[config.mk]
export PLATFORM = sky130hd
export DESIGN_NAME = mem_port_arbiter
export DESIGN_NICKNAME = d
export VERILOG_FILES = /design/src/rtl/mem_port_arbiter.sv
export SDC_FILE = /design/constraint.sdc
export NUM_CORES = 1
export LEC_CHECK = 0
export CAP_MARGIN = 20
export CORE_MARGIN = 4
export CORE_UTILIZATION = 41
export DETAILED_ROUTE_END_ITERATION = 16
export PLACE_DENSITY = 0.8
export SLEW_MARGIN = 0
export SYNTH_ARGS = -nofsm -noshare
export SYNTH_HDL_FRONTEND = slang
export SYNTH_SLANG_ARGS = --single-unit
[constraint.sdc]
create_clock -name clk -period 1.9 [get_ports clk]
set_input_delay 0.19 -clock clk [delete_from_list [all_inputs] [get_ports clk]]
set_output_delay 0.19 -clock clk [all_outputs]
set_load 0.01 [all_outputs]
[src/rtl/mem_port_arbiter.sv]
// ============================================================================
// mem_port_arbiter
// ----------------------------------------------------------------------------
// Shares one single-ported unified memory between the core's instruction
// fetch port and its data (MA stage) port. One transaction is outstanding at
// a time. The winner's command is registered onto the mem_* outputs and held
// until the memory answers with mem_ready. The read data is then registered
// into the granted port's data output, and that port's ready output pulses
// for one cycle.
//
// Grant policy:
//   default build      : data has fixed priority over fetch. A starvation
//                        counter lets a pending fetch win after
//                        MAX_DATA_GRANTS consecutive data grants.
//   MEM_ARB_ROUND_ROBIN_EN defined
//                      : round robin. When both ports request, the port
//                        not granted last wins. The counter stays at zero.
//
// Ports:
//   clk, rst_n          clock, asynchronous active-low reset
//   clk_en              clock enable; when low, all state and outputs hold
//   inst_rd_en          fetch request
//   inst_addr           fetch byte address
//   inst_data           fetched word (held between transactions)
//   inst_ready          fetch complete, one-cycle pulse
//   data_rd_en          load request
//   data_wr_en          store request (wins if data_rd_en is also high)
//   data_addr           load/store byte address
//   data_wr             store data
//   data_rd_wr_ctrl     access size: 00 byte, 01 half, 10 word
//   data_rd             load data (held between transactions)
//   data_ready          load/store complete, one-cycle pulse
//   mem_rd_en           memory read command
//   mem_wr_en           memory write command
//   mem_addr            memory byte address
//   mem_wdata           memory write data
//   mem_size            memory access size
//   mem_rdata           memory read data, valid while mem_ready is high
//   mem_ready           memory transaction complete
// ============================================================================
module mem_port_arbiter #(
    parameter int ADDR_WIDTH      = 32,
    parameter int DATA_WIDTH      = 32,
    parameter int MAX_DATA_GRANTS = 4
) (
    input  logic                  clk,
    input  logic                  rst_n,
    input  logic                  clk_en,

    input  logic                  inst_rd_en,
    input  logic [ADDR_WIDTH-1:0] inst_addr,
    output logic [DATA_WIDTH-1:0] inst_data,
    output logic                  inst_ready,

    input  logic                  data_rd_en,
    input  logic                  data_wr_en,
    input  logic [ADDR_WIDTH-1:0] data_addr,
    input  logic [DATA_WIDTH-1:0] data_wr,
    input  logic [1:0]            data_rd_wr_ctrl,
    output logic [DATA_WIDTH-1:0] data_rd,
    output logic                  data_ready,

    output logic                  mem_rd_en,
    output logic                  mem_wr_en,
    output logic [ADDR_WIDTH-1:0] mem_addr,
    output logic [DATA_WIDTH-1:0] mem_wdata,
    output logic [1:0]            mem_size,
    input  logic [DATA_WIDTH-1:0] mem_rdata,
    input  logic                  mem_ready
);

    localparam logic [1:0] ST_IDLE      = 2'd0;
    localparam logic [1:0] ST_INST_BUSY = 2'd1;
    localparam logic [1:0] ST_DATA_BUSY = 2'd2;

    localparam logic       GRANT_INST   = 1'b0;
    localparam logic       GRANT_DATA   = 1'b1;

    localparam logic [1:0] SIZE_WORD    = 2'b10;

`ifndef MEM_ARB_ROUND_ROBIN_EN
    localparam logic [3:0] MAX_CNT      = 4'(MAX_DATA_GRANTS);
`endif

    logic [1:0]            state_q,      state_d;
    logic [3:0]            starve_cnt_q, starve_cnt_d;
    logic                  last_grant_q, last_grant_d;

    logic                  mem_rd_en_q,  mem_rd_en_d;
    logic                  mem_wr_en_q,  mem_wr_en_d;
    logic [ADDR_WIDTH-1:0] mem_addr_q,   mem_addr_d;
    logic [DATA_WIDTH-1:0] mem_wdata_q,  mem_wdata_d;
    logic [1:0]            mem_size_q,   mem_size_d;

    logic [DATA_WIDTH-1:0] inst_data_q,  inst_data_d;
    logic                  inst_ready_q, inst_ready_d;
    logic [DATA_WIDTH-1:0] data_rd_q,    data_rd_d;
    logic                  data_ready_q, data_ready_d;

    logic                  data_req;
    logic                  grant_inst;
    logic                  grant_data;
    logic [3:0]            starve_cnt_next;

    // Decide which port would win if the FSM were in IDLE this cycle. The
    // result is only acted on in IDLE, so the BUSY states ignore requests.
    always_comb begin
        data_req        = data_rd_en | data_wr_en;
        grant_inst      = 1'b0;
        grant_data      = 1'b0;
        starve_cnt_next = starve_cnt_q;
`ifdef MEM_ARB_ROUND_ROBIN_EN
        if (inst_rd_en && data_req) begin
            if (last_grant_q == GRANT_DATA) begin
                grant_inst = 1'b1;
            end else begin
                grant_data = 1'b1;
            end
        end else begin
            grant_inst = inst_rd_en;
            grant_data = data_req;
        end
        starve_cnt_next = 4'd0;
`else
        // A pending fetch overrides data priority once the counter reaches
        // the limit.
        if (inst_rd_en && (!data_req || (starve_cnt_q == MAX_CNT))) begin
            grant_inst = 1'b1;
        end else begin
            grant_data = data_req;
        end

        // The counter counts only data grants that made a fetch wait. It
        // saturates at the limit.
        if (grant_inst) begin
            starve_cnt_next = 4'd0;
        end else if (grant_data) begin
            if (!inst_rd_en) begin
                starve_cnt_next = 4'd0;
            end else if (starve_cnt_q != MAX_CNT) begin
                starve_cnt_next = starve_cnt_q + 4'd1;
            end
        end
`endif
    end

    // Next-state logic. When clk_en is low, every register keeps its value,
    // including the ready pulses and the mem_ready sampling.
    always_comb begin
        state_d      = state_q;
        starve_cnt_d = starve_cnt_q;
        last_grant_d = last_grant_q;
        mem_rd_en_d  = mem_rd_en_q;
        mem_wr_en_d  = mem_wr_en_q;
        mem_addr_d   = mem_addr_q;
        mem_wdata_d  = mem_wdata_q;
        mem_size_d   = mem_size_q;
        inst_data_d  = inst_data_q;
        inst_ready_d = inst_ready_q;
        data_rd_d    = data_rd_q;
        data_ready_d = data_ready_q;

        if (clk_en) begin
            inst_ready_d = 1'b0;
            data_ready_d = 1'b0;

            case (state_q)
                ST_IDLE: begin
                    // mem_ready seen here belongs to no transaction and is
                    // ignored.
                    starve_cnt_d = starve_cnt_next;
                    mem_rd_en_d  = 1'b0;
                    mem_wr_en_d  = 1'b0;
                    if (grant_data) begin
                        // A store wins if load and store are both asserted.
                        mem_rd_en_d  = ~data_wr_en;
                        mem_wr_en_d  = data_wr_en;
                        mem_addr_d   = data_addr;
                        mem_wdata_d  = data_wr;
                        mem_size_d   = data_rd_wr_ctrl;
                        last_grant_d = GRANT_DATA;
                        state_d      = ST_DATA_BUSY;
                    end else if (grant_inst) begin
                        mem_rd_en_d  = 1'b1;
                        mem_addr_d   = inst_addr;
                        mem_wdata_d  = '0;
                        mem_size_d   = SIZE_WORD;
                        last_grant_d = GRANT_INST;
                        state_d      = ST_INST_BUSY;
                    end
                end

                ST_INST_BUSY: begin
                    if (mem_ready) begin
                        mem_rd_en_d  = 1'b0;
                        mem_wr_en_d  = 1'b0;
                        inst_data_d  = mem_rdata;
                        inst_ready_d = 1'b1;
                        state_d      = ST_IDLE;
                    end
                end

                ST_DATA_BUSY: begin
                    if (mem_ready) begin
                        // A store completes without changing data_rd.
                        if (!mem_wr_en_q) begin
                            data_rd_d = mem_rdata;
                        end
                        mem_rd_en_d  = 1'b0;
                        mem_wr_en_d  = 1'b0;
                        data_ready_d = 1'b1;
                        state_d      = ST_IDLE;
                    end
                end

                default: begin
                    mem_rd_en_d = 1'b0;
                    mem_wr_en_d = 1'b0;
                    state_d     = ST_IDLE;
                end
            endcase
        end
    end

    // State and output registers. Reset drops any command in flight at once,
    // and no ready pulse is issued for it.
    always_ff @(posedge clk or negedge rst_n) begin
        if (!rst_n) begin
            state_q      <= ST_IDLE;
            starve_cnt_q <= 4'd0;
            last_grant_q <= GRANT_DATA;
            mem_rd_en_q  <= 1'b0;
            mem_wr_en_q  <= 1'b0;
            mem_addr_q   <= '0;
            mem_wdata_q  <= '0;
            mem_size_q   <= 2'b00;
            inst_data_q  <= '0;
            inst_ready_q <= 1'b0;
            data_rd_q    <= '0;
            data_ready_q <= 1'b0;
        end else begin
            state_q      <= state_d;
            starve_cnt_q <= starve_cnt_d;
            last_grant_q <= last_grant_d;
            mem_rd_en_q  <= mem_rd_en_d;
            mem_wr_en_q  <= mem_wr_en_d;
            mem_addr_q   <= mem_addr_d;
            mem_wdata_q  <= mem_wdata_d;
            mem_size_q   <= mem_size_d;
            inst_data_q  <= inst_data_d;
            inst_ready_q <= inst_ready_d;
            data_rd_q    <= data_rd_d;
            data_ready_q <= data_ready_d;
        end
    end

    assign mem_rd_en  = mem_rd_en_q;
    assign mem_wr_en  = mem_wr_en_q;
    assign mem_addr   = mem_addr_q;
    assign mem_wdata  = mem_wdata_q;
    assign mem_size   = mem_size_q;
    assign inst_data  = inst_data_q;
    assign inst_ready = inst_ready_q;
    assign data_rd    = data_rd_q;
    assign data_ready = data_ready_q;

endmodule

# Word level (Yosys, flattened, before mapping)
# Index checks and enable logic that the tools add are counted.
# totals
reg_bits,140
inputBits,137
output_inout_bits,134
elab_cells,59
# classes
n_addsub,1
eq_ne,7
n_mux,25
n_bitwise,3
n_reduce_logical,12
# ops
op,n
two-way mux 32 bit,4
two-way mux 4 bit,4
two-way mux 2 bit,5
two-way mux 1 bit,9
AND reduction 3 bit,3
AND reduction 4 bit,2
adder 4 x 1 -> 4 bit (second input constant),1
equality test 4 x 3 -> 1 bit (second input constant),1
!= test 4 x 3 -> 1 bit (second input constant),1
one-hot mux 1 bit (2 select lines),2
one-hot mux 2 bit (2 select lines),1
!= test 3 x 1 -> 1 bit (second input constant),1
!= test 3 bit (second input constant),1
equality test 2 x 1 -> 1 bit (second input constant),1
equality test 2 bit (second input constant),1
logical NOT 2 bit,1
!= test 2 x 1 -> 1 bit (second input constant),1
NOT 1 bit,2
AND reduction 2 bit,1
nonzero test 2 bit,1
OR reduction 2 bit,1
logical AND 1 bit,1
logical NOT 1 bit,1
logical OR 1 bit,1
bitwise OR 1 bit,1

# Longest topological paths before layout
# Gate-level depths: netlist (run 1).
# logic_depth
word_depth,8
mapped_depth,8
depth_no_buf,5

# Least setup slack after synthesis (run 1)
# OpenSTA, ideal clock, no wires.
# synth_path
kind,reg2reg
start,register state_q[0]
end,"register mem_addr_q[14], in the netlist mem_addr[14]"
setup_ps,77
arrival_ps,1487
setup_slack_ps,336
path_stages_with_launch,9
path_buffers,3
path_cell_list,dfrtp_1 > inv_1 > ha_1 > buf_2 > o311a_1 > buf_2 > clkbuf_1 > nor2_1 > a21oi_1
# synth_via
elab_chain_len,2
# synth_rtl
item,line_no,text
start: declaration,85,"logic [1:0] state_q, state_d;"
start signal: assignment,242,state_q <= state_d;
logical NOT 2 bit,167,case (state_q)
AND reduction 3 bit (no source line),-,
end signal: assignment,247,mem_addr_q <= mem_addr_d;
end: declaration,91,"logic [ADDR_WIDTH-1:0] mem_addr_q, mem_addr_d;"
# Every way passes these cells.
# A chain may end at the register's enable or synchronous reset.

# Worst setup path after layout (run 1)
# layout_path
start,register state_q[0]
end,"register mem_addr_q[31], in the netlist mem_addr[31]"
# The elaborated chain is that of the path after synthesis.

==> impl_metrics.env, run 1 <==
export IMPL_total_power_mw=15.06
export IMPL_post_cts_setup_buffer_count=0
export IMPL_final_nets=883
export IMPL_max_clock_path_buffers=2
export IMPL_htreeDepth=4
export IMPL_diodes=0
export IMPL_synth_area_sq_um=5811
export IMPL_multi_input_area_sq_um=2054
export IMPL_startpoint_type="register"
export IMPL_path_clk_slew_ns=0.06
export IMPL_io_buffers=270
export IMPL_power_leakage_nw=3.957
export IMPL_core_sq_um=13880
export IMPL_cts_root_buf="clkbuf_16"
export IMPL_max_cap_viol_count=0
export IMPL_post_drt_wl_per_cell_um=18.30
export IMPL_firstDrtPassIters=4
export IMPL_crit_fanout=45
export IMPL_fmax_ghz=0.5735
export IMPL_slew_headroom_pct=73.21
export IMPL_critical_path_class="register to register"
export IMPL_layout_drive_gt1_share_pct=9.151
export IMPL_dieHeight_um=127.0
export IMPL_drtAntennaViolNets=0
export IMPL_first_global_vias=5193
export IMPL_antenna_found_initial=0
export IMPL_vias=4900
export IMPL_synth_area_leaders="dfrtp_1 60%, mux2_1 11%, a22o_1 5.0%"
export IMPL_drt_iter0_drc=328
export IMPL_cp_data_required_time_ns=2.24
export IMPL_cp_end_kind="register"
export IMPL_cts_buffers_inserted=17
export IMPL_final_common_cell="clkdlybuf4s50_1"
export IMPL_hold_violations=0
export IMPL_worstPathCellList="inv_1 -> ha_1 -> o311ai_4 -> buf_4 -> buf_12 -> a31oi_1 -> a21oi_1"
export IMPL_synth_cell_types=40
export IMPL_drt_total_wl_mm=17.09
export IMPL_finalSetupViolations=0
export IMPL_synth_largest_area_cell="dfrtp_1"
export IMPL_cp_arrival_ns=2.09
export IMPL_clock_latency_ns=0.42
export IMPL_rsz0062_at_grt="no"
export IMPL_layout_common_cells="269 x clkdlybuf4s50_1, 140 x dfrtp_1, 59 x mux2_1"
export IMPL_syn_area_per_cell_sq_um=12.55
export IMPL_clock_skew_ns=0.005239
export IMPL_nFillCells=1003
export IMPL_finalCritPeriodShare_pct=91.77
export IMPL_syn_to_final_growth_pct=61.26
export IMPL_dieWidth_um=127.0
export IMPL_irDropWorstVdd_mv=0.7688
export IMPL_maxSlewViolCount=0
export IMPL_clkSinkCount=140
export IMPL_ctsResizeCount=0
export IMPL_initial_core_util_pct=41.86
export IMPL_netlist_instances=463
export IMPL_hp_class="input pin to asynchronous set/reset pin"
export IMPL_hold_buffers=1
export IMPL_place_gp_congestion=0.8057
export IMPL_fin_crit_ns=1.744
export IMPL_grt_pass1_wl_mm=27.21
export IMPL_synth_seq_cells=140
export IMPL_syn_num_nets=605
export IMPL_yosysWarningCount=0
export IMPL_slowest_stage="dfrtp_1"
export IMPL_dpl_cell_area_sq_um=8786
export IMPL_gr_usage_all_layers_pct=21.48
export IMPL_status="finished clean"
export IMPL_ff2ff_path_depth=7
export IMPL_slowest_delay_ns=0.37
export IMPL_viasPerCell=5.246
export IMPL_synth_seq_area_share_pct=60.29
export IMPL_fin_area_sq_um=9370
export IMPL_cts_tree="yes"
export IMPL_grt_max_degree=68
export IMPL_power_density_nw_per_um2=1607
export IMPL_row_count=43
export IMPL_worst_slew_pin_slew_ns=0.4005
export IMPL_overflow=0
export IMPL_ioPinCount=271
export IMPL_place_hpwl_mm=12.42
export IMPL_die_area_sq_um=16140
export IMPL_drc=0
export IMPL_netlist_area_leader_share_pct=60.29
export IMPL_register_area_sq_um=3503
Yosys cell counts:
master / number
mux2i_1: 1
nand2_1: 6
a31oi_1: 32
and3b_1: 1
buf_4: 4
nand4_1: 1
mux2_2: 5
nand3_1: 5
o311a_1: 1
or2_1: 1
nor2_1: 34
a32o_1: 1
mux2_1: 59
and4b_4: 1
ha_1: 5
a211o_1: 1
buf_2: 18
inv_1: 11
o311ai_4: 1
o22ai_1: 2
buf_6: 5
nor3_4: 1
nand3_2: 1
o21ai_1: 2
o21ai_0: 35
and3_1: 1
a21oi_1: 34
nor2b_1: 1
nand2b_1: 1
dfrtp_1: 140
o211ai_1: 1
nand4b_2: 1
nand4b_4: 1
clkbuf_1: 10
nand3b_1: 1
a2111oi_1: 1
nor3_1: 2
a22o_1: 33
a41oi_1: 1
o2bb2ai_1: 1
metrics by stage:
| stage | cells | setup TNS [ns] | utilization (%) | hold slack (ns) | worst slack (ns) |
|---|---|---|---|---|---|
| after global routing | 934 | 0 | 67.51 | 0.1738 | 0.04603 |
| after floorplan | 463 | 0 | - | -0.1056 | 0.3358 |
| final | 934 | 0 | 67.51 | 0.1830 | 0.1564 |
| after detailed placement | 901 | -3.663 | 63.30 | 0.04779 | -0.1664 |
| after global placement | 900 | -10.50 | 63.10 | 0.04090 | -0.3103 |
| after CTS | 934 | 0 | 67.51 | 0.1823 | 0.1642 |
sequential cells by signal, summed over array words and instances (netlist names):
signal / count
data_rd: 32
mem_size: 2
mem_wdata: 32
mem_addr: 32
inst_data: 32
state_q: 2
starve_cnt_q: 4
data_ready: 1
mem_wr_en: 1
inst_ready: 1
mem_rd_en: 1
metal layers:
layer	track usage (%)	vias up	routed length (um)	share of wire [%]
met5	0	-	0	0
met4	8.770	0	415	2.4
met3	6.480	32	1233	7.2
met2	35.87	211	8475	50
met1	26.09	2416	6967	41
li1	-	2241	-	-
cells by family after synthesis:
family | after synthesis | synth area share (%)
compound gates | 146 | 16.30
fa+ha+maj | 5 | 1.077
buf+inv | 48 | 4.393
flops | 140 | 60.29
mux | 65 | 12.58
simple gates | 59 | 5.362
worst paths after layout:
check	from	to	slack, ns
max	state_q[0]$_DFFE_PN0P_	mem_addr[31]$_DFFE_PN0P_	0.16
min	rst_n	data_rd[26]$_DFFE_PN0P_	0.18
max reg2reg	state_q[0]$_DFFE_PN0P_	mem_addr[31]$_DFFE_PN0P_	0.16
min reg2reg	data_rd[5]$_DFFE_PN0P_	data_rd[5]$_DFFE_PN0P_	0.49
max in group asynchronous	rst_n	mem_wdata[10]$_DFFE_PN0P_	1.12
min in group clk	data_rd_wr_ctrl[1]	mem_size[1]$_DFFE_PN0P_	0.32
critical path: cells and delay by family, from the launching register on:
kind | cells | cell delay, ns
buffers and inverters | 3 | 0.69
flip-flops | 1 | 0.37
AO/OA/AOI/OAI | 3 | 0.34
adder cells (fa/ha/maj) | 1 | 0.24
report_power, final:
| part | switching [mW] | leakage [nW] | internal [mW] |
|---|---|---|---|
| Combinational | 2.67 | 1.99 | 3.86 |
| Clock | 1.31 | 0.273 | 1.93 |
| Sequential | 0.831 | 1.70 | 4.45 |
| Total | 4.81 | 3.96 | 10.2 |
area by class of cell:
type | instances | area share, %
flip-flops and latches | 140 | 37.39
repair buffers | 296 | 31.71
clock inverters | 14 | 1.549
clock buffers | 18 | 4.580
multi-input cells | 275 | 21.93
well taps | 180 | 2.404
inverters | 11 | 0.4406
No activity file was read; power rests on OpenSTA's default activity.
==> inputs of run 2 (changes only) <==
--- a/config.mk
+++ b/config.mk
@@ -6,7 +6,6 @@
 export NUM_CORES = 1
 export LEC_CHECK = 0
 export CAP_MARGIN = 20
-export CORE_MARGIN = 4
 export CORE_UTILIZATION = 41
 export DETAILED_ROUTE_END_ITERATION = 16
 export PLACE_DENSITY = 0.8
==> impl_metrics.env, run 2 (synthesis gave the netlist of run 1 again) <==
export IMPL_path_clk_slew_ns=0.06
export IMPL_place_hpwl_mm=11.59
export IMPL_rr_endpoint="mem_addr[10]$_DFFE_PN0P_"
export IMPL_dieWidth_um=121.0
export IMPL_final_common_cell="clkdlybuf4s50_1"
export IMPL_crit_buf_inv=3
export IMPL_place_gp_congestion=0.8182
export IMPL_cts_tree="yes"
export IMPL_power_leakage_nw=3.949
export IMPL_total_power_mw=14.86
export IMPL_htreeDepth=4
export IMPL_top_layer="met4"
export IMPL_drt_iter0_drc=304
export IMPL_overflow=0
export IMPL_post_drt_wl_per_cell_um=17.21
export IMPL_max_cap_viol_count=0
export IMPL_drc=0
export IMPL_io_buffers=270
export IMPL_worst_slew_pin_slew_ns=0.4358
export IMPL_nFillCells=986
export IMPL_initial_core_util_pct=42.02
export IMPL_power_density_nw_per_um2=1590
export IMPL_antenna_found_initial=0
export IMPL_finalCritPeriodShare_pct=91.42
export IMPL_gr_usage_all_layers_pct=22.56
export IMPL_worst_path_most_repeated_cell="buf_4"
export IMPL_cp_end_kind="register"
export IMPL_hold_violations=0
export IMPL_final_nets=881
export IMPL_hp_class="input pin to asynchronous set/reset pin"
export IMPL_clock_skew_ns=0.004075
export IMPL_clkSinkCount=140
export IMPL_clock_latency_ns=0.41
export IMPL_layout_common_cells="269 x clkdlybuf4s50_1, 140 x dfrtp_1, 59 x mux2_1"
export IMPL_crit_family="buffers and inverters"
export IMPL_fmax_ghz=0.5757
export IMPL_register_area_sq_um=3503
export IMPL_startpoint_type="register"
export IMPL_tns_ns=0
export IMPL_grt_pass1_wl_mm=25.43
export IMPL_slew_headroom_pct=70.92
export IMPL_first_global_vias=5087
export IMPL_worstPathCellList="inv_1 -> ha_1 -> buf_4 -> o311a_1 -> buf_4 -> nor2_1 -> a21oi_1"
export IMPL_firstDrtPassIters=5
export IMPL_row_count=43
export IMPL_die_area_sq_um=14650
export IMPL_met1_length_mm=6.520
export IMPL_slowest_delay_ns=0.40
export IMPL_status="finished clean"
export IMPL_critical_path_class="register to register"
export IMPL_ff2ff_path_depth=7
export IMPL_route_met3_wl_mm=1.073
export IMPL_rsz0062_at_grt="no"
export IMPL_grt_max_degree=62
export IMPL_r2r_start="state_q[0]$_DFFE_PN0P_"
export IMPL_viasPerCell=5.222
export IMPL_ioPinCount=271
export IMPL_irDropWorstVdd_mv=0.6829
export IMPL_vias=4867
export IMPL_crit_fanout=20
export IMPL_cts_root_buf="clkbuf_16"
export IMPL_fin_crit_ns=1.737
export IMPL_maxSlewViolCount=0
export IMPL_max_clock_path_buffers=2
export IMPL_cp_data_required_time_ns=2.23
export IMPL_r2r_slack_ns=0.16
export IMPL_slowest_stage="dfrtp_1"
export IMPL_core_sq_um=13830
export IMPL_diodes=0
export IMPL_dieHeight_um=121.0
export IMPL_multi_input_area_sq_um=2054
export IMPL_finalSetupViolations=0
export IMPL_ctsResizeCount=0
export IMPL_wl_met2_mm=8.053
export IMPL_drtAntennaViolNets=0
export IMPL_cp_arrival_ns=2.07
export IMPL_syn_to_final_growth_pct=60.85
export IMPL_drt_total_wl_mm=16.04
export IMPL_layout_drive_gt1_share_pct=8.910
export IMPL_cts_buffers_inserted=17
==> run 2: report_power, final <==
| group | total, mW | switching (mW) | internal (mW) |
|---|---|---|---|
| logic | 6.42 | 2.61 | 3.81 |
| clock network | 3.13 | 1.20 | 1.93 |
| registers | 5.31 | 0.858 | 4.45 |
==> run 2: layout make-up <==
class | count | share of cell area, %
Timing Repair Buffer | 294 | 31.55
Sequential cell | 140 | 37.48
Inverter | 11 | 0.4418
Tap cell | 180 | 2.410
Multi-Input combinational cell | 275 | 21.98
Clock buffer | 22 | 5.181
Clock inverter | 10 | 0.9505
==> run 2: stage by stage <==
stage               cell area [sq um]  utilization, %  instances  setup slack, ns  hold WS (ns)
floorplan                        5811               -        463           0.3358       -0.1056
global placement                 8763           63.38        899           0.1199       0.09984
detailed placement               8763           63.38        899          0.05665        0.1052
CTS                              9346           67.60        932           0.1917        0.2373
global route                     9346           67.60        932          0.08974        0.2540
finish                           9346           67.60        932           0.1629        0.2441
==> run 2: what timing repair did <==
action	CTS	global route
buffers inserted	0	0
hold endpoints to repair	33	0
hold buffers	1	0
==> run 2: worst max path at each step <==
| stage | end | cells after the start | startpoint |
|---|---|---|---|
| final | mem_addr[10]$_DFFE_PN0P_ | 7 | state_q[0]$_DFFE_PN0P_ |
| after global routing | mem_addr[0]$_DFFE_PN0P_ | 7 | state_q[0]$_DFFE_PN0P_ |
| after CTS | mem_addr[10]$_DFFE_PN0P_ | 7 | state_q[0]$_DFFE_PN0P_ |
| after detailed placement | mem_wdata[30]$_DFFE_PN0P_ | 6 | data_wr_en |
| after global placement | mem_wdata[27]$_DFFE_PN0P_ | 6 | data_wr_en |
| after floorplan | mem_addr[14]$_DFFE_PN0P_ | 8 | state_q[0]$_DFFE_PN0P_ |
==> run 2: metal layers <==
layer	GRT usage, %	vias to the layer above
li1	-	2236
met3	5.263	32
met1	27.59	2364
met2	37.79	235
met4	10.26	0
met5	0	-
==> variant 1 (settings of run 2) <==
Make the reset (`rst_n`) synchronous in one clocked block. Comments in the files are not updated.
--- a/src/rtl/mem_port_arbiter.sv
+++ b/src/rtl/mem_port_arbiter.sv
@@ -226,3 +226,3 @@
     // and no ready pulse is issued for it.
-    always_ff @(posedge clk or negedge rst_n) begin
+    always_ff @(posedge clk) begin
         if (!rst_n) begin
Formal check against the unedited RTL: differs if rst_n is asserted again (counterexample within 4 cycles, from zero or initial values and one cycle with rst_n low); with rst_n held inactive, the same outputs for 4 cycles.
==> variant 1 against run 2 <==
- worst setup slack worse by 0.023 ns
- sequential cell count unchanged
- synthesized area down 11%
- final area down 7.8%
- wire length up 2.9%
- global-route usage up 2.5 points
- via count up 12%
- clock skew up 0.0035 ns
- die area down 11%
- highest routed layer unchanged
Power is not compared: it rests on default switching activity, and its combinational part moved more than twofold at a synthesized area within 25%.
==> variant 1: results (changes against run 2) <==
Worst clock skew: 0.00761 ns (+0.00353 ns)
Fraction of registers with async set/reset: 0 (-1.00)
Synth Area per Inst: 8.56 µm² (-32%)
Primary FF master, synth: dfxtp_1
Status: complete, no violations
R2R Path End: mem_wdata[13]
Cell Count, Final, Fillers Out: 1043 (+12%)
Net Count, Synth: 744 (+23%)
R2r setup slk: 0.14 ns (-0.02 ns)
Crit path max fanout: 16 (-20%)
Routed vias/inst: 5.22 (about the same)
Fill cells: 931 (-5.6%)
HP Class: in2reg
Unique masters post-synth: 37 (-7.5%)
Initial DRC Count: 362 (+19%)
Vias in the first global route: 5373 (+5.6%)
Sequential fraction of the synthesis area: 0.544 (-0.0590)
Ranking of synthesized cells by area: dfxtp_1 (54%), a21oi_1 (13%), nand2_1 (12%), a22o_1 (5.6%), o21ai_0 (2.1%)
Placer Congestion: 0.740 (-9.6%)
Initial DRT Pass Iterations: 6 (+1)
Routed WL: 16500 µm (+2.9%)
Layout cells sized above 1: 0.0629 (-0.0262)
Worst-Margin Slew: 0.683 ns (+0.247 ns)
Commonest cells post-synth: nand2_1 (166), dfxtp_1 (140), a21oi_1 (132), a22o_1 (33), clkbuf_1 (26)
Worst setup path start: starve_cnt_q[1]
Total Routing Usage GR: 0.251 (+0.0250)
Global-route wire length before repair: 25600 µm (+0.46%)
-- variant 1: cell count changes after synthesis, moves of 5 or more --
cell / change
o21ai_0: -13
clkbuf_1: +16
a21oi_1: +98
a31oi_1: -30
nor2_1: -29
nand2_1: +160
dfxtp_1: +140
buf_2: -7
mux2_1: -59
dfrtp_1: -140
o21ai_1: +10
mux2_2: -5
-- variant 1: logic make-up after synthesis --
kind of cell    Yosys count  share of synthesized area
compound gates          210                      0.236
fa+ha+maj                 5                     0.0121
buf+inv                  54                     0.0515
flops                   140                      0.544
simple gates            193                      0.157
-- variant 1: how the worst min path moves through the flow --
stage                       startpoint            end  slack [ns]  depth (start not counted)
global route             inst_addr[26]   mem_addr[26]        0.33                          3
global placement         inst_data[20]  inst_data[20]        0.44                          2
floorplan           data_rd_wr_ctrl[0]    mem_size[0]        0.32                          1
CTS                      inst_addr[13]   mem_addr[13]        0.31                          3
detailed placement         data_rd[25]    data_rd[25]        0.45                          2
finish                   inst_addr[13]   mem_addr[13]        0.32                          3
-- variant 1: per-stage QoR --
| step | TNS [ns] | power (mW) | area (µm²) | setup WS, ns |
|---|---|---|---|---|
| detailed placement | -10.19 | 4.32 | 8040 | -0.319 |
| floorplan | 0 | 3.64 | 5150 | 0.355 |
| CTS | 0 | 7.41 | 8610 | 0.118 |
| global route | 0 | 7.62 | 8610 | 0.0155 |
| finish | 0 | 7.38 | 8610 | 0.140 |
| global placement | -8.29 | 4.28 | 8040 | -0.252 |
-- variant 1: power groups by stage --
stage | combinational (mW) | clock (mW) | sequential (mW)
after global routing | 1.19 | 3.26 | 3.18
final | 1.11 | 3.10 | 3.16
after CTS | 1.11 | 3.14 | 3.16
after detailed placement | 1.10 | 0 | 3.22
after global placement | 1.07 | 0 | 3.21
after floorplan | 0.355 | 0 | 3.28
-- variant 1: critical path, cell delays in order, from the launching register on --
cell and delay (ns):
dfxtp_1 0.34, inv_1 0.07, ha_1 0.20, nand4b_1 0.14, o21ai_2 0.13, nor3_4 0.59, a22o_1 0.22
-- variant 1: what timing repair did --
action	CTS	global route
gates resized for setup	1	0
endpoints found under the setup margin	33	17
pin swaps	1	1
cloned	1	0
-- variant 1: area by class of cell --
class                      instances  share of cell area
timing repair buffer             289               0.339
sequential                       140               0.325
multi-input combinational        409               0.244
clock buffer                      23              0.0567
tap                              168              0.0244
clock inverter                     7             0.00755
inverter                           7             0.00305
-- variant 1: layer usage --
metal | routed length [µm] | GRT usage | vias up
met5 | 0 | 0 | -
met2 | 8470 | 0.453 | 248
met3 | 1240 | 0.0768 | 37
met4 | 462 | 0.102 | 0
met1 | 6340 | 0.271 | 2577
li1 | - | - | 2583
==> variant 2 (settings of run 2) <==
Without the edit above. The option `MEM_ARB_ROUND_ROBIN_EN` is turned on by a define.
--- a/src/rtl/mem_port_arbiter.sv
+++ b/src/rtl/mem_port_arbiter.sv
@@ -40,2 +40,4 @@
 // ============================================================================
+`define MEM_ARB_ROUND_ROBIN_EN
+
 module mem_port_arbiter #(
Function: changed (Yosys sat finds a counterexample within 4 cycles, from zero or initial values and one cycle with rst_n low).
==> variant 2 against run 2 <==
- worst setup slack better by 0.18 ns
- highest routed layer unchanged
- total power is 6.4% lower
- sequential power is 4.5% lower
- sequential cell count is 3 lower
- critical endpoint is now mem_wdata[8]
- synthesized area is 3.5% lower
- die area is 3.5% lower
- wire length is 11% lower
- final area is 3.2% lower
==> variant 2: results (changes against run 2) <==
Sequential fraction of the synthesis area: 0.612 (+0.00890)
LEAKAGE: 3.93 nW (-0.39%)
Net Count, Synth: 600 (-0.83%)
Fill cells: 1004 (+1.8%)
Initial antenna violation count: 0 (unchanged)
Status: complete, no violations
Sw Ratio: 0.310 (-0.00436)
Layout cells sized above 1: 0.140 (+0.0513)
Worst skew pair latency: 0.41 ns (about the same)
Ranking of synthesized cells by area: dfrtp_1 (61%), mux2_2 (13%), nand2_1 (6.8%), mux2i_1 (5.7%), o21ai_0 (5.4%)
Setup CP Type: reg2reg
Nets: 872 (-1.0%)
R2R Path Start: state_q[0]
Unique masters post-synth: 26 (-35%)
Critical path data arrival time: 1.83 ns (-0.24 ns)
WHS: 0.216 ns (-0.0281 ns)
Synth Area per Inst: 12.2 µm² (-2.9%)
Initial DRC Count: 198 (-35%)
Ys Warns: 0 (unchanged)
Dpl hpwl: 10500 µm (-9.5%)
Routed len/inst: 15.5 µm (-10%)
Port Buffers: 270 (unchanged)
CTS Buf Count: 17 (unchanged)
Slew HR: 0.705 (-0.00390)
Commonest cells post-synth: dfrtp_1 (136), nand2_1 (101), mux2_2 (65), o21ai_0 (61), mux2i_1 (32)
R2R Path End: mem_wdata[8]
Worst VDD drop: 0.575 mV (-16%)
Routed vias/inst: 4.84 (-7.3%)
CTS H-tree depth: 4 (unchanged)
Clock Tree Buf Depth: 2 (unchanged)
Vias in the first global route: 4505 (-11%)
# diodes: 0 (unchanged)
Post-Place Worst Slack: 0.00771 ns (-0.0489 ns)
Cell Count, Final, Fillers Out: 917 (-1.6%)
Initial DRT Pass Iterations: 6 (+1)
CTS clk-pin slew, worst paths: 0.06 ns (about the same)
Largest net degree at the start of global routing: 95 (+53%)
Root Driver: clkbuf_16
Total Routing Usage GR: 0.211 (-0.0150)
Max Fclk: 0.640 GHz (+11%)
Placer Congestion: 0.800 (-2.2%)
Post-placement cell area: 8540 µm² (-2.5%)
R2r setup slk: 0.34 ns (+0.18 ns)
Crit path max fanout: 94 (+370%)
Register-to-Register Path Depth: 6 (-1)
Global-route wire length before repair: 22800 µm (-10%)
HP Class: in2async
Fraction of registers with async set/reset: 1.00 (unchanged)
Worst clock skew: 0.00846 ns (+0.00439 ns)
DP Cell Count: 888 (-1.2%)
[variant 2: final cells by class]
class | count | area (µm²) | area share
Clock buffer | 25 | 475 | 0.0526
Multi-Input combinational cell | 290 | 2010 | 0.222
Tap cell | 176 | 220 | 0.0243
Sequential cell | 137 | 3430 | 0.379
Inverter | 5 | 18.8 | 0.00207
Timing Repair Buffer | 281 | 2880 | 0.318
Clock inverter | 3 | 20.0 | 0.00221
[variant 2: cells by family after synthesis]
logic type               synth area share
flip-flops                          0.612
AND/OR/NAND/NOR                    0.0799
multiplexers                        0.188
AO/OA/AOI/OAI                      0.0804
buffers and inverters              0.0335
adder cells (fa/ha/maj)           0.00670
[variant 2: critical path: stages, from the launching register on]
cell and delay [ns]:
dfrtp_1 0.41, inv_1 0.10, ha_1 0.27, o311ai_4 0.16
buf_12 0.24, nand2_1 0.10, o21ai_0 0.09
[variant 2: what timing repair did]
action,in CTS,in global routing
resized for setup,0,0
hold buffers,1,0
setup buffers,0,0
hold endpoints to repair,36,0
[variant 2: power groups by stage]
stage          logic [mW]  clock network (mW)  registers, mW
6_report             6.06                2.79           5.07
5_1_grt              6.52                2.99           5.24
4_1_cts              6.14                2.86           5.08
3_5_place_dp         6.12                   0           5.09
3_3_place_gp         5.95                   0           5.03
2_1_floorplan        1.89                   0           5.66
[variant 2: layer usage]
layer / GRT usage / wire length, µm
met1: 0.243 / 5690
met2: 0.364 / 7290
met3: 0.0632 / 931
met4: 0.0862 / 288
met5: 0 / 0
